File: config.mk
export PLATFORM = sky130hd
export DESIGN_NAME = snitch_perf_cnt_alloc
export DESIGN_NICKNAME = d
export VERILOG_FILES = /design/src/rtl/snitch_perf_cnt_alloc.sv
export SDC_FILE = /design/constraint.sdc
export NUM_CORES = 1
export LEC_CHECK = 0
export CORE_MARGIN = 2
export CORE_UTILIZATION = 58
export DETAILED_ROUTE_END_ITERATION = 10
export PLACE_DENSITY = 0.87
export SYNTH_ARGS = -nofsm -noshare
export SYNTH_HDL_FRONTEND = slang
export SYNTH_SLANG_ARGS = --single-unit
File: constraint.sdc
create_clock -name clk_i -period 26.3 [get_ports clk_i]
set_input_delay 7.89 -clock clk_i [delete_from_list [all_inputs] [get_ports clk_i]]
set_output_delay 7.89 -clock clk_i [all_outputs]
set_load 0.02 [all_outputs]
File: src/rtl/snitch_perf_cnt_alloc.sv
// Performance-counter pool allocator: round-robin hart arbitration, lowest-free
// counter selection and one in-flight configuration write to the counter block.
module snitch_perf_cnt_alloc #(
  parameter int unsigned NrCores         = 8,
  parameter int unsigned NumPerfCounters = 16,
  parameter int unsigned MetricWidth     = 5,
  localparam int unsigned IdxW  = (NumPerfCounters > 1) ? $clog2(NumPerfCounters) : 1,
  localparam int unsigned HartW = (NrCores > 1) ? $clog2(NrCores) : 1,
  localparam int unsigned CntW  = $clog2(NumPerfCounters + 1)
) (
  input  logic                                clk_i,
  input  logic                                rst_i,
  input  logic [NrCores-1:0]                  alloc_valid_i,
  input  logic [NrCores-1:0][MetricWidth-1:0] alloc_metric_i,
  output logic [NrCores-1:0]                  alloc_ready_o,
  output logic [IdxW-1:0]                     alloc_idx_o,
  input  logic [NrCores-1:0]                  release_valid_i,
  input  logic [NrCores-1:0][IdxW-1:0]        release_idx_i,
  output logic [NrCores-1:0]                  release_ready_o,
  output logic                                release_err_o,
  output logic                                cfg_valid_o,
  input  logic                                cfg_ready_i,
  output logic [IdxW-1:0]                     cfg_idx_o,
  output logic [MetricWidth-1:0]              cfg_metric_o,
  output logic [HartW-1:0]                    cfg_hart_o,
  output logic                                cfg_en_o,
  output logic                                cfg_clr_o,
  output logic [NumPerfCounters-1:0]          busy_o,
  output logic [CntW-1:0]                     free_cnt_o,
  output logic                                full_o
);

  typedef enum logic [1:0] {IDLE, CFG, ACK} state_e;

  state_e                                state_q, state_d;
  logic [NumPerfCounters-1:0]            busy_q, busy_d;
  logic [NumPerfCounters-1:0][HartW-1:0] owner_q, owner_d;
  logic [HartW-1:0]                      rr_ptr_q, rr_ptr_d;
  logic                                  is_alloc_q, is_alloc_d;
  logic [CntW-1:0]                       free_cnt_q, free_cnt_d;
  logic                                  full_q, full_d;
  logic [IdxW-1:0]                       idx_q, idx_d;
  logic [MetricWidth-1:0]                metric_q, metric_d;
  logic [HartW-1:0]                      hart_q, hart_d;

  // Pool views padded to the full index range so any release index is safe to look up.
  logic [(2**IdxW)-1:0]                  busy_ext;
  logic [(2**IdxW)-1:0][HartW-1:0]       owner_ext;

  logic             rel_found, rel_ok;
  logic [HartW-1:0] rel_hart;
  logic [IdxW-1:0]  rel_idx;
  logic             alloc_found;
  logic [HartW-1:0] alloc_hart;
  logic [IdxW-1:0]  free_idx;

  always_comb begin : arbitrate
    int unsigned k;
    k         = 0;
    busy_ext  = '0;
    owner_ext = '0;
    busy_ext[NumPerfCounters-1:0]  = busy_q;
    owner_ext[NumPerfCounters-1:0] = owner_q;

    rel_found = 1'b0;
    rel_hart  = '0;
    for (int h = int'(NrCores) - 1; h >= 0; h--) begin
      if (release_valid_i[h]) begin
        rel_found = 1'b1;
        rel_hart  = HartW'(h);
      end
    end
    rel_idx = release_idx_i[rel_hart];
    rel_ok  = rel_found && busy_ext[rel_idx] && (owner_ext[rel_idx] == rel_hart);

    alloc_found = 1'b0;
    alloc_hart  = '0;
    for (int unsigned i = 0; i < NrCores; i++) begin
      k = 32'(rr_ptr_q) + i;
      if (k >= NrCores) k = k - NrCores;
      if (!alloc_found && alloc_valid_i[HartW'(k)]) begin
        alloc_found = 1'b1;
        alloc_hart  = HartW'(k);
      end
    end

    free_idx = '0;
    for (int i = int'(NumPerfCounters) - 1; i >= 0; i--) begin
      if (!busy_q[i]) free_idx = IdxW'(i);
    end
  end

  always_comb begin : fsm
    state_d         = state_q;
    busy_d          = busy_q;
    owner_d         = owner_q;
    rr_ptr_d        = rr_ptr_q;
    is_alloc_d      = is_alloc_q;
    idx_d           = idx_q;
    metric_d        = metric_q;
    hart_d          = hart_q;
    release_ready_o = '0;
    release_err_o   = 1'b0;

    unique case (state_q)
      IDLE: begin
        if (rel_found) begin
          release_ready_o[rel_hart] = 1'b1;
          if (rel_ok) begin
            busy_d[rel_idx] = 1'b0;
            idx_d           = rel_idx;
            is_alloc_d      = 1'b0;
            state_d         = CFG;
          end else begin
            release_err_o = 1'b1;
          end
        end else if (alloc_found && !full_q) begin
          idx_d             = free_idx;
          metric_d          = alloc_metric_i[alloc_hart];
          hart_d            = alloc_hart;
          is_alloc_d        = 1'b1;
          busy_d[free_idx]  = 1'b1;
          owner_d[free_idx] = alloc_hart;
          state_d           = CFG;
        end
      end
      CFG: begin
        if (cfg_ready_i) state_d = is_alloc_q ? ACK : IDLE;
      end
      ACK: begin
        rr_ptr_d = (32'(hart_q) == NrCores - 1) ? '0 : hart_q + HartW'(1);
        state_d  = IDLE;
      end
      default: state_d = IDLE;
    endcase

    full_d     = &busy_d;
    free_cnt_d = '0;
    for (int unsigned i = 0; i < NumPerfCounters; i++) begin
      if (!busy_d[i]) free_cnt_d = free_cnt_d + CntW'(1);
    end
  end

  always_ff @(posedge clk_i) begin
    if (rst_i) begin
      state_q    <= IDLE;
      busy_q     <= '0;
      owner_q    <= '0;
      rr_ptr_q   <= '0;
      is_alloc_q <= 1'b0;
      free_cnt_q <= CntW'(NumPerfCounters);
      full_q     <= 1'b0;
    end else begin
      state_q    <= state_d;
      busy_q     <= busy_d;
      owner_q    <= owner_d;
      rr_ptr_q   <= rr_ptr_d;
      is_alloc_q <= is_alloc_d;
      free_cnt_q <= free_cnt_d;
      full_q     <= full_d;
    end
  end

  // Payload is only observed through the state-gated outputs below, so it carries no reset.
  always_ff @(posedge clk_i) begin
    idx_q    <= idx_d;
    metric_q <= metric_d;
    hart_q   <= hart_d;
  end

  always_comb begin : ack_out
    alloc_ready_o = '0;
    if (state_q == ACK) alloc_ready_o[hart_q] = 1'b1;
  end

  assign alloc_idx_o  = (state_q == ACK) ? idx_q : '0;
  assign cfg_valid_o  = (state_q == CFG);
  assign cfg_idx_o    = cfg_valid_o ? idx_q : '0;
  assign cfg_metric_o = (cfg_valid_o && is_alloc_q) ? metric_q : '0;
  assign cfg_hart_o   = (cfg_valid_o && is_alloc_q) ? hart_q : '0;
  assign cfg_en_o     = cfg_valid_o && is_alloc_q;
  assign cfg_clr_o    = cfg_valid_o && is_alloc_q;
  assign busy_o       = busy_q;
  assign free_cnt_o   = free_cnt_q;
  assign full_o       = full_q;

endmodule

==> results of run 1 <==
worst max-delay path, delay by kind of cell:
family,cells,cell delay [ns]
buf+inv,2,1.28
mux,1,0.56
simple gates,7,2.50
compound gates,4,1.24
power groups by stage:
stage	combinational (mW)	sequential, mW	clock [mW]
global route	0.105	0.140	0.135
CTS	0.0958	0.140	0.130
floorplan	0.0612	0.145	0
global placement	0.0938	0.143	0
detailed placement	0.0953	0.143	0
finish	0.0970	0.140	0.129
logic make-up after synthesis:
family                   Yosys count
AND/OR/NAND/NOR                  391
adder cells (fa/ha/maj)           20
multiplexers                     110
buffers and inverters             85
XOR/XNOR                          57
AO/OA/AOI/OAI                    214
flip-flops                        88
sequential cells by signal (all words and copies together), names as in the netlist:
name        cells
rr_ptr_q        3
full_o          1
idx_q           4
state_q         2
metric_q        5
owner_ext      48
busy_o         16
hart_q          3
free_cnt_o      5
is_alloc_q      1
final timing paths:
check | from | to | slack [ns] | depth (start not counted)
setup / recovery | release_valid_i[2] | release_err_o | 4.93 | 14
hold / removal | owner_ext[2] | owner_ext[2] | 0.46 | 2
setup reg to reg | rr_ptr_q[0] | free_cnt_o[4] | 14.31 | 49
hold reg to reg | owner_ext[2] | owner_ext[2] | 0.46 | 2
synthesized netlist by cell type (4+ instances only):
cell / count / share of area
nand2b_1: 16 / 0.012
and2_1: 18 / 0.014
edfxtp_1: 12 / 0.045
o21a_1: 8 / 0.0075
a21oi_1: 37 / 0.023
o22ai_1: 7 / 0.0055
nor2_1: 122 / 0.057
a211oi_1: 14 / 0.013
nand2_1: 85 / 0.040
nand3_1: 17 / 0.011
a22oi_1: 6 / 0.0056
nor2b_1: 13 / 0.010
xnor2_2: 5 / 0.010
mux2i_1: 74 / 0.092
nand4_1: 15 / 0.012
or3_1: 7 / 0.0055
xnor2_1: 27 / 0.030
nor4_1: 5 / 0.0039
o21ai_0: 32 / 0.020
a32oi_1: 4 / 0.0044
o31ai_1: 5 / 0.0047
mux2_2: 20 / 0.028
ha_1: 19 / 0.030
dfxtp_1: 76 / 0.19
xor2_1: 17 / 0.019
o21bai_1: 5 / 0.0047
inv_1: 31 / 0.015
and4_1: 5 / 0.0055
o211ai_1: 18 / 0.017
a21boi_0: 4 / 0.0037
mux4_2: 16 / 0.045
nor3_1: 27 / 0.017
clkbuf_1: 29 / 0.014
a31oi_1: 16 / 0.012
and3_1: 30 / 0.023
a211o_1: 6 / 0.0066
a21bo_2: 4 / 0.0050
buf_2: 16 / 0.010
area by class of cell:
type	instances	area, um2	share of cell area
Inverter	33	124	0.0126
Timing Repair Buffer	154	1520	0.155
Clock inverter	5	46.3	0.00472
Tap cell	176	220	0.0224
Multi-Input combinational cell	792	5760	0.588
Clock buffer	11	253	0.0258
Sequential cell	88	1880	0.192
metrics by stage:
step | std cells | util | setup slack [ns] | instance area [um2]
CTS | 1259 | 0.735 | 5.09 | 9810
global placement | 1243 | 0.713 | 5.23 | 9510
global route | 1259 | 0.735 | 4.34 | 9810
floorplan | 965 | - | 7.20 | 8010
finish | 1259 | 0.735 | 4.93 | 9810
detailed placement | 1243 | 0.713 | 5.08 | 9510
layer usage:
metal	wire length [um]	vias to the layer above	part of all wire
met1	10200	3727	0.43
met5	0	-	0
li1	-	3784	-
met3	1930	49	0.082
met4	384	0	0.016
met2	11000	381	0.47
==> key figures, run 1 <==
Routing
  • DR DRC count: 0
  • Iteration-0 DRC Markers: 1013
  • DR pass1 iterations: 5
  • DR vias/cell: 6.31
  • Wirelength, routed: 23600 um
  • ANT nets after route: 0
  • Average wire per cell in the routed design: 18.7 um
  • Vias post-DR: 7941

Timing
  • Final Setup Violations: 0
  • Slew @ Worst Pin: 0.942 ns
  • RSZ-0062 raised after global routing: false
  • Final period utilization: 0.813
  • Post-layout min period: 21.37 ns
  • Total negative slack: 0 ns
  • Final Skew: 0.0145 ns
  • Fmax: 46.8 MHz
  • Hold slack: 0.465 ns
  • Final-report max-slew violation count: 0
  • Headroom to the max-slew limit: 0.372
  • Fin. Hold Viols: 0

Pwr
  • Switch share: 0.308
  • Design Power: 0.367 mW
  • Power Density: 37.4 nW/um2
  • P_sw: 0.113 mW
  • Int Power: 0.254 mW
  • Clk pwr share: 0.353
  • Flop pwr share: 0.383
  • Pleak: 3.76 nW
  • Gate power share: 0.265
  • Max VDD drop: 49.4 uV

Synthesis
  • Post-synthesis sequential area ratio: 0.235
  • Largest family of logic cells by synthesized area: simple AND/OR/NAND/NOR gates
  • Mux contribution to synthesized area: 0.166
  • Post-synth EDFFs: 12
  • Gate count of the mapped netlist: 965
  • Yosys warnings: 0
  • Syn Area/Cell: 8.30 um2
  • Synth Net Count: 1075
  • XOR/XNOR share of the synthesized area: 0.0805
  • Post-synthesis adder-cell area fraction: 0.0309
  • Synth Area in Compound Gates: 0.193
  • Flops & latches, synth: 88
  • Post-Syn Area: 8010 um2
  • Count of cell types in the netlist: 98
  • Simple-gate share of the synthesized area: 0.249
  • Top_reg_cell synth: dfxtp_1
  • Ys async rst share: 0

Setup path
  • Crit path DAT: 13.48 ns
  • CP max stage delay: 0.74 ns
  • WP data required: 18.41 ns
  • CP Capture Type: output port
  • Slowest CP cell: and4b_1
  • Max Fanout on Critical Path: 25
  • CP Class: in2out
  • CP startpoint kind: input port
  • Worst-path cell chain: clkdlybuf4s50_1 > nor2b_2 > o21ai_2 > nand2_1 > a211o_1 > nand4_4 > mux4_2 > a22oi_1 > a31oi_1 > and4b_1 > nand2_1 > nor3_1 > nor2_1 > clkdlybuf4s50_1

Global routing
  • Busiest grt layer: met2
  • GRT Residual Overflow: 0
  • Met3 usage: 0.0503
  • Initial antenna violation count: 0
  • Met1 usage: 0.440
  • Largest net degree at the start of global routing: 78
  • Total Routing Usage GR: 0.321
  • GRT met2 Usage: 0.533
  • Vias in the first global route: 7385
  • First-pass GRT wire length: 37800 um

CTS
  • Setup Fix Bufs, Post-CTS: 0
  • CTS resizes: 0
  • CTS H-tree lvls: 3
  • Skew-Pair Late Insertion Delay: 0.36 ns
  • CTS Root Cell: clkbuf_16
  • Num CTS Buffers: 9
  • CTS sink count: 88
  • Clock Pin Slew Worst Setup and Hold Paths: 0.06 ns
  • Hold_buf cts: 0
  • CTS tree: built
  • Clock Path Buffers: 2

Place
  • HPWL after DPL: 18100 um
  • IO Port Bufs: 148
  • Routability cong.: 0.961

Cells and area
  • Most common cell after layout, fill and taps aside: clkdlybuf4s50_1
  • Layout cells sized above 1: 0.0942
  • Layout area overhead: 22.5%
  • Final net count: 1188
  • Most frequent cells in the layout: clkdlybuf4s50_1 (147), nor2_1 (122), nand2_1 (85)
  • Fill cells: 1030
  • N_diodes: 0

Floorplan
  • Core footprint: 13300 um2
  • FP Rows: 42
  • Die X: 122 um
  • Io pins: 149
  • Die height: 122 um
  • Die area: 14800 um2
  • Starting Density: 0.600

Worst hold path
  • Min-delay worst type: reg2reg

Outcome
  • Status: completed

Flow run
  • Max-capacitance violation count: 0
No activity file was read; power rests on OpenSTA's default activity.
==> inputs of run 2 (changes only) <==
CORE_UTILIZATION = 54   (was 58)
PLACE_DENSITY = 0.82   (was 0.87)
clock period = 22.2 ns   (was 26.3 ns; I/O delays follow)
==> key figures, run 2 (same netlist as run 1, synthesis figures left out) <==
Setup path
  • Max Fanout on Critical Path: 25
  • Most used cell, CP: ha_1
  • Slowest CP cell: and4b_1
  • Crit path DAT: 19.84 ns
  • Top delay family on crit path: simple AND/OR/NAND/NOR gates
  • CP Buf/Inv Count: 2
  • CP max stage delay: 0.76 ns
  • WP data required: 22.48 ns
  • CP Capture Type: flip-flop
  • CP startpoint kind: input port
  • CP Class: in2reg

Floorplan
  • Die X: 126 um
  • Die area: 15800 um2
  • Io pins: 149
  • FP Rows: 44
  • Die height: 126 um
  • Starting Density: 0.551
  • Core footprint: 14500 um2

Cells and area
  • N_diodes: 0
  • Most frequent cells in the layout: clkdlybuf4s50_1 (147), nor2_1 (122), nand2_1 (85)
  • Final net count: 1188
  • Most common cell after layout, fill and taps aside: clkdlybuf4s50_1
  • Fill cells: 1207
  • Fin area: 9840 um2
  • Layout area overhead: 22.9%
  • Max reg flops: 48
  • Layout cells sized above 1: 0.0942

Global routing
  • Total Routing Usage GR: 0.277
  • Initial antenna violation count: 0
  • First-pass GRT wire length: 36500 um
  • GRT Residual Overflow: 0
  • Vias in the first global route: 7350
  • Largest net degree at the start of global routing: 78

Timing
  • RSZ-0062 raised after global routing: false
  • Total negative slack: 0 ns
  • Headroom to the max-slew limit: 0.355
  • Final Setup Violations: 0
  • Slew @ Worst Pin: 0.967 ns
  • Final-report max-slew violation count: 0
  • Post-layout min period: 19.55 ns
  • Fmax: 51.1 MHz
  • Final period utilization: 0.881
  • Fin. Hold Viols: 0
  • Final Skew: 0.00661 ns

Place
  • Placed cell area: 9530 um2
  • IO Port Bufs: 148
  • Routability cong.: 0.958
  • HPWL after DPL: 17000 um

CTS
  • CTS resizes: 0
  • Hold_buf cts: 0
  • Setup Fix Bufs, Post-CTS: 0
  • CTS sink count: 88
  • Skew-Pair Late Insertion Delay: 0.35 ns
  • CTS tree: built
  • CTS H-tree lvls: 3
  • Clock Pin Slew Worst Setup and Hold Paths: 0.07 ns
  • Clock Path Buffers: 2
  • CTS Root Cell: clkbuf_16
  • Num CTS Buffers: 9

Routing
  • DR DRC count: 0
  • Wirelength, routed: 22500 um
  • Iteration-0 DRC Markers: 834
  • Vias post-DR: 7918
  • DR vias/cell: 6.25
  • DR pass1 iterations: 5
  • Average wire per cell in the routed design: 17.8 um
  • ANT nets after route: 0

Flow run
  • Max-capacitance violation count: 0

Pwr
  • Max VDD drop: 51.4 uV
  • Power Density: 44.9 nW/um2
  • Pleak: 3.77 nW

Worst hold path
  • Min-delay worst type: reg2reg

Outcome
  • Status: completed
run 2: cell types whose count changed in the layout (fill, tap and decap cells not counted):
| cell | delta |
|---|---|
| inv_4 | +1 |
| inv_8 | -1 |
| clkbuf_8 | -2 |
| clkbuf_16 | +1 |
| inv_6 | -1 |
| clkbuf_1 | +1 |
| a22oi_1 | -1 |
| clkinvlp_4 | +1 |
| a22oi_2 | +1 |
| clkinv_4 | -1 |
| bufinv_16 | +1 |
run 2: layout make-up:
| class | count | area [um2] | area share |
|---|---|---|---|
| clock inverter | 5 | 61.3 | 0.00623 |
| timing repair buffer | 154 | 1520 | 0.155 |
| tap | 184 | 230 | 0.0234 |
| inverter | 33 | 124 | 0.0126 |
| multi-input combinational | 792 | 5770 | 0.586 |
| clock buffer | 11 | 254 | 0.0258 |
| sequential | 88 | 1880 | 0.191 |
run 2: power by group:
part	leakage [nW]	switching, mW	internal, mW
clock	0.152	0.0667	0.0950
sequential	0.722	0.00123	0.165
combinational	2.89	0.0628	0.0513
run 2: path summary, 6_finish.rpt:
kind	startpoint	endpoint	slack, ns	cells past startpoint
worst max-delay path	release_valid_i[2]	free_cnt_o[4]	2.65	51
worst min-delay path	owner_ext[1]	owner_ext[1]	0.46	2
worst max register to register	rr_ptr_q[0]	free_cnt_o[4]	10.23	49
worst min register to register	owner_ext[1]	owner_ext[1]	0.46	2
run 2: layer usage:
metal  vias to the layer above  share of wire  track usage
met4                         0          0.024       0.0866
met5                         -              0            0
met1                      3700           0.44        0.372
met3                        50          0.074       0.0493
li1                       3795              -            -
met2                       373           0.47        0.457
run 2: worst reg2reg max path, delay by kind of cell, from the launching register on:
family | cells | cell delay [ns]
flops | 1 | 0.73
buf+inv | 3 | 0.43
xor+xnor | 4 | 0.70
compound gates | 15 | 3.46
fa+ha+maj | 11 | 3.40
simple gates | 11 | 1.98
mux | 5 | 1.19
run 2: metrics by stage:
| step | total power [mW] | util | setup WS (ns) | std cells | hold slack (ns) |
|---|---|---|---|---|---|
| finish | 0.442 | 0.677 | 2.65 | 1267 | 0.464 |
| global route | 0.460 | 0.677 | 1.55 | 1267 | 0.501 |
| CTS | 0.442 | 0.677 | 2.80 | 1267 | 0.463 |
| detailed placement | 0.282 | 0.655 | 2.50 | 1251 | 0.455 |
| global placement | 0.280 | 0.655 | 3.08 | 1251 | 0.450 |
| floorplan | 0.244 | - | 4.85 | 965 | 0.433 |
==> inputs of run 3 (changes only) <==
CORE_UTILIZATION = 58   (was 54)
MAX_ROUTING_LAYER = met4   (was default)
PLACE_DENSITY = 0.87   (was 0.82)
clock period = 23.6 ns   (was 22.2 ns; I/O delays follow)
==> key figures, run 3 (same netlist as run 1, synthesis figures left out) <==
CTS
  • Setup Fix Bufs, Post-CTS: 0
  • CTS Root Cell: clkbuf_16
  • CTS sink count: 88
  • Hold_buf cts: 0
  • Clock Path Buffers: 2
  • CTS tree: built
  • CTS H-tree lvls: 3
  • Clock Pin Slew Worst Setup and Hold Paths: 0.07 ns
  • CTS resizes: 0
  • Num CTS Buffers: 9
  • Skew-Pair Late Insertion Delay: 0.36 ns

Cells and area
  • Layout area overhead: 22.4%
  • Layout cells sized above 1: 0.0942
  • Fill cells: 1045
  • N_diodes: 0
  • Max reg flops: 48
  • Most frequent cells in the layout: clkdlybuf4s50_1 (147), nor2_1 (122), nand2_1 (85)
  • Final net count: 1188
  • Most common cell after layout, fill and taps aside: clkdlybuf4s50_1

Flow run
  • Max-capacitance violation count: 0

Setup path
  • Top delay family on crit path: compound AO/OA/AOI/OAI gates
  • Max Fanout on Critical Path: 25
  • CP startpoint kind: input port
  • Most used cell, CP: ha_1
  • Reg2Reg Depth: 52
  • CP max stage delay: 0.71 ns
  • Worst reg2reg setup slack: 11.54 ns
  • Crit. Startpoint: release_valid_i[2]
  • Worst flop-to-flop path startpoint: rr_ptr_q[0]
  • Slowest CP cell: clkdlybuf4s50_1
  • Worst reg2reg path endpoint: free_cnt_o[4]
  • WP data required: 23.88 ns
  • CP Class: in2reg
  • CP Buf/Inv Count: 2
  • CP Capture Type: flip-flop
  • Crit path DAT: 20.36 ns

Timing
  • Headroom to the max-slew limit: 0.350
  • Slew @ Worst Pin: 0.976 ns
  • Fin. Hold Viols: 0
  • RSZ-0062 raised after global routing: false
  • Total negative slack: 0 ns
  • Final-report max-slew violation count: 0
  • Final Setup Violations: 0
  • Fmax: 49.8 MHz
  • Final Skew: 0.0139 ns
  • Post-layout min period: 20.07 ns
  • Final period utilization: 0.851

Floorplan
  • Die height: 122 um
  • Die X: 122 um
  • Die area: 14800 um2
  • Core footprint: 13300 um2
  • Io pins: 149
  • Starting Density: 0.600
  • FP Rows: 42

Worst hold path
  • Min-delay worst type: reg2reg
  • Worst hold stages: 2
  • Hold EP: owner_ext[1]
  • Hold_sp: owner_ext[1]

Routing
  • Vias post-DR: 8074
  • Iteration-0 DRC Markers: 914
  • DR pass1 iterations: 6
  • Average wire per cell in the routed design: 18.7 um
  • DR vias/cell: 6.41
  • DR DRC count: 0
  • ANT nets after route: 0
  • Wirelength, routed: 23600 um

Global routing
  • Initial antenna violation count: 0
  • GRT Residual Overflow: 0
  • Total Routing Usage GR: 0.331
  • Vias in the first global route: 7421
  • Largest net degree at the start of global routing: 78
  • First-pass GRT wire length: 37700 um

Pwr
  • Max VDD drop: 40.0 uV
  • Power Density: 41.8 nW/um2
  • Clk pwr share: 0.354
  • Int Power: 0.281 mW
  • Switch share: 0.315
  • P_sw: 0.129 mW
  • Pleak: 3.76 nW
  • Gate power share: 0.265
  • Design Power: 0.410 mW
  • Flop pwr share: 0.382

Outcome
  • Status: completed

Place
  • HPWL after DPL: 17800 um
  • IO Port Bufs: 148
  • Routability cong.: 0.989
==> run 3: cell type report <==
cell class                 count  area, um2  share of cell area
clock inverter                 6       57.6             0.00587
tap                          176        220              0.0225
clock buffer                  10        239              0.0244
inverter                      33        124              0.0126
timing repair buffer         154       1520               0.155
multi-input combinational    792       5760               0.588
sequential                    88       1880               0.192
==> run 3: tightest hold or removal path: cells and delay by family, from the launching register on <==
kind            cells  cell delay, ns
simple gates        1            0.05
flops               1            0.31
compound gates      1            0.05
==> run 3: worst max-delay path by stage <==
stage	slack (ns)	endpoint	cells after the start
global route	2.57	free_cnt_o[4]	51
CTS	3.82	free_cnt_o[4]	51
finish	3.53	free_cnt_o[4]	54
global placement	3.96	free_cnt_o[4]	51
detailed placement	3.56	free_cnt_o[4]	51
floorplan	5.83	free_cnt_o[4]	52
==> run 3: per-stage QoR <==
step | std cells | setup slack (ns) | utilization | hold WS, ns | instance area, um2
global placement | 1243 | 3.96 | 0.713 | 0.445 | 9510
detailed placement | 1243 | 3.56 | 0.713 | 0.447 | 9510
global route | 1259 | 2.57 | 0.735 | 0.486 | 9810
floorplan | 965 | 5.83 | - | 0.433 | 8010
finish | 1259 | 3.53 | 0.735 | 0.456 | 9810
CTS | 1259 | 3.82 | 0.735 | 0.456 | 9810
==> run 3: metal layers <==
metal,up-vias,global-route usage,part of all wire
met5,-,-,0
met4,0,0.108,0.030
met3,80,0.0611,0.084
met2,405,0.533,0.47
met1,3801,0.423,0.42
li1,3788,-,-
==> run 3: power by group through the flow <==
stage,clock (mW),combinational (mW),sequential [mW]
after floorplan,0,0.0682,0.162
final,0.145,0.109,0.156
after CTS,0.145,0.107,0.156
after global routing,0.151,0.117,0.157
after detailed placement,0,0.107,0.160
after global placement,0,0.105,0.160
==> patch, RTL diff (settings of run 2) <==
Set the parameter `NrCores` to 4 (it was 8).
--- a/src/rtl/snitch_perf_cnt_alloc.sv
+++ b/src/rtl/snitch_perf_cnt_alloc.sv
@@ -1,7 +1,7 @@
 // Performance-counter pool allocator: round-robin hart arbitration, lowest-free
 // counter selection and one in-flight configuration write to the counter block.
 module snitch_perf_cnt_alloc #(
-  parameter int unsigned NrCores         = 8,
+  parameter int unsigned NrCores         = 4,
   parameter int unsigned NumPerfCounters = 16,
   parameter int unsigned MetricWidth     = 5,
   localparam int unsigned IdxW  = (NumPerfCounters > 1) ? $clog2(NumPerfCounters) : 1,
Ports: changed (7 resized); port bits go from 149 to 96. The function was not compared with the original's and may differ.
==> patch against run 2 <==
  * Sequential share of layout area up 1.1 points
  * Worst setup slack better by 1100 ps
  * Sequential cell count down 18
  * Core utilization up 0.36 points
  * Global-route usage up 0.47 points
  * Area after synthesis down 23%
  * Routed wire length down 23%
  * Design area down 24%
  * Critical endpoint unchanged
  * Highest routed layer unchanged
Power is not compared: it rests on default switching activity, and its combinational part moved more than twofold at a synthesized area within 25%.
==> patch: results (changes against run 2) <==
Hold path
  – Hold crit path type: register to register

Power
  – Clk network pwr share: 24.8%
  – Total sequential power: 0.137 mW
  – Static Leakage: 2.86 nW
  – Switching share of power: 38.5%
  – Peak VDD IR: 105 µV

Synth
  – Synth async-reset ratio: 0% (unchanged)
  – Post-synthesis cell type count: 94 (-4.1%)
  – Post-synth top cells: nor2_1, dfxtp_1, nand2_1
  – Number of synthesized flops with an enable pin: 11 (-1)
  – Mean Syn Cell Area: 8.61 µm² (+3.7%)
  – Post-synthesis sequential area ratio: 24.6% (+1.1 points)
  – Primary FF master, synth: dfxtp_1
  – Main area contributors after synthesis: dfxtp_1, mux2i_1, nor2_1, edfxtp_1, ha_1
  – Yosys Warn Count: 0 (unchanged)
  – Synth Net Count: 780 (-27%)

Clock tree
  – Post-CTS repair timing setup buffer count: 0 (unchanged)
  – Worst skew pair latency: 340 ps
  – Clock slew at reported path FFs: 60 ps
  – # resized after CTS: 0 (unchanged)
  – Inserted Clock Buffers: 9 (unchanged)
  – Clock Tree Buf Depth: 2 (unchanged)
  – Root buf cell: clkbuf_16
  – H-Tree Depth: 3 (unchanged)

GRT
  – First-pass GRT wire length: 28.7 mm (-21%)
  – Vias in the first global route: 5642 (-23%)
  – Gr usage total: 28.2% (+0.47 points)
  – Initial antenna violation count: 0 (unchanged)
  – Pin count of the biggest net entering global routing: 60 (-23%)

Timing
  – Final Skew: 5.87 ps (-0.737 ps)
  – Slew @ Worst Pin: 1100 ps (+130 ps)

Layout
  – Layout cells sized above 1: 10.2% (+0.73 points)
  – Max reg flops: 32 (-33%)
  – Nets: 859 (-28%)
  – Finished Layout Cells: 938 (-26%)
  – Number of diodes: 0 (unchanged)
  – Fill cells: 867 (-28%)

Worst setup path
  – Slowest cell delay on critical path: 790 ps (+30 ps)
  – Crit Path Max Fanout: 19 (-24%)
  – Crit path arrival time: 18700 ps (-1140 ps)
  – CP max stage cell: clkdlybuf4s50_1

Route
  – Avg WL per Cell: 18.5 µm (+4.1%)
  – Via count: 5824 (-26%)
  – Drt first-iter violations: 491 (-41%)
  – DRT Pass-1 Iters: 5 (unchanged)

Placed design
  – Worst slack, placed: 3590 ps (+1090 ps)
  – Post-DP Area: 0.00717 mm² (-25%)
  – Port-buffer cells: 95 (-36%)
  – Placer congestion estimate: 1.03 (+7.5%)
  – Cell count after placement: 922 (-26%)
  – Hpwl dp: 13.1 mm (-23%)

Outcome
  – Status: complete, no violations
patch: worst max-delay path, delay by kind of cell:
family	cells	cell delay, ps
compound gates	13	3130
simple gates	17	2660
buf+inv	3	1000
fa+ha+maj	11	3440
mux	3	620
xor+xnor	5	1200
patch: cell type report:
class | instances | area share [%]
Multi-Input combinational cell | 580 | 58.5
Sequential cell | 70 | 20.2
Timing Repair Buffer | 101 | 13.3
Clock buffer | 10 | 3.20
Tap cell | 140 | 2.34
Inverter | 31 | 1.56
Clock inverter | 6 | 0.904
patch: through the flow:
stage / hold slack, ps / utilization, % / total power, mW
4_1_cts: 486 / 68.1 / 0.597
3_5_place_dp: 478 / 65.3 / 0.448
3_3_place_gp: 468 / 65.3 / 0.435
5_1_grt: 518 / 68.1 / 0.633
6_report: 492 / 68.1 / 0.596
2_1_floorplan: 449 / - / 0.384
patch: worst paths after layout:
path         slack (ps)             to          startpoint  cells after the start
min                 490  owner_ext[13]       owner_ext[13]                      2
max                3720  free_cnt_o[4]  release_valid_i[1]                     52
min reg2reg         490  owner_ext[13]       owner_ext[13]                      2
max reg2reg       11670  free_cnt_o[4]        owner_ext[4]                     48
patch: per-layer routing:
layer / vias up / track usage, % / wire, µm / part of all wire, %
met2: 265 / 46.9 / 8340 / 48
met1: 2786 / 37.6 / 7560 / 43
li1: 2748 / - / - / -
met3: 25 / 4.26 / 1190 / 6.8
met5: - / 0 / 0 / 0
met4: 0 / 9.17 / 299 / 1.7
patch: kinds of logic (layout without fill, tap and decap cells):
group                      after synthesis  count (layout)  synth area share, %
DFF                                     70              70                 24.6
muxes                                   54              54                 11.0
and+or+nand+nor                        286             286                 24.5
xor gates and xnor gates                55              55                 12.0
buffers and inverters                   64             148                 4.34
adders and majority gates               20              20                 4.03
AOI/OAI and AO/OA                      165             165                 19.6
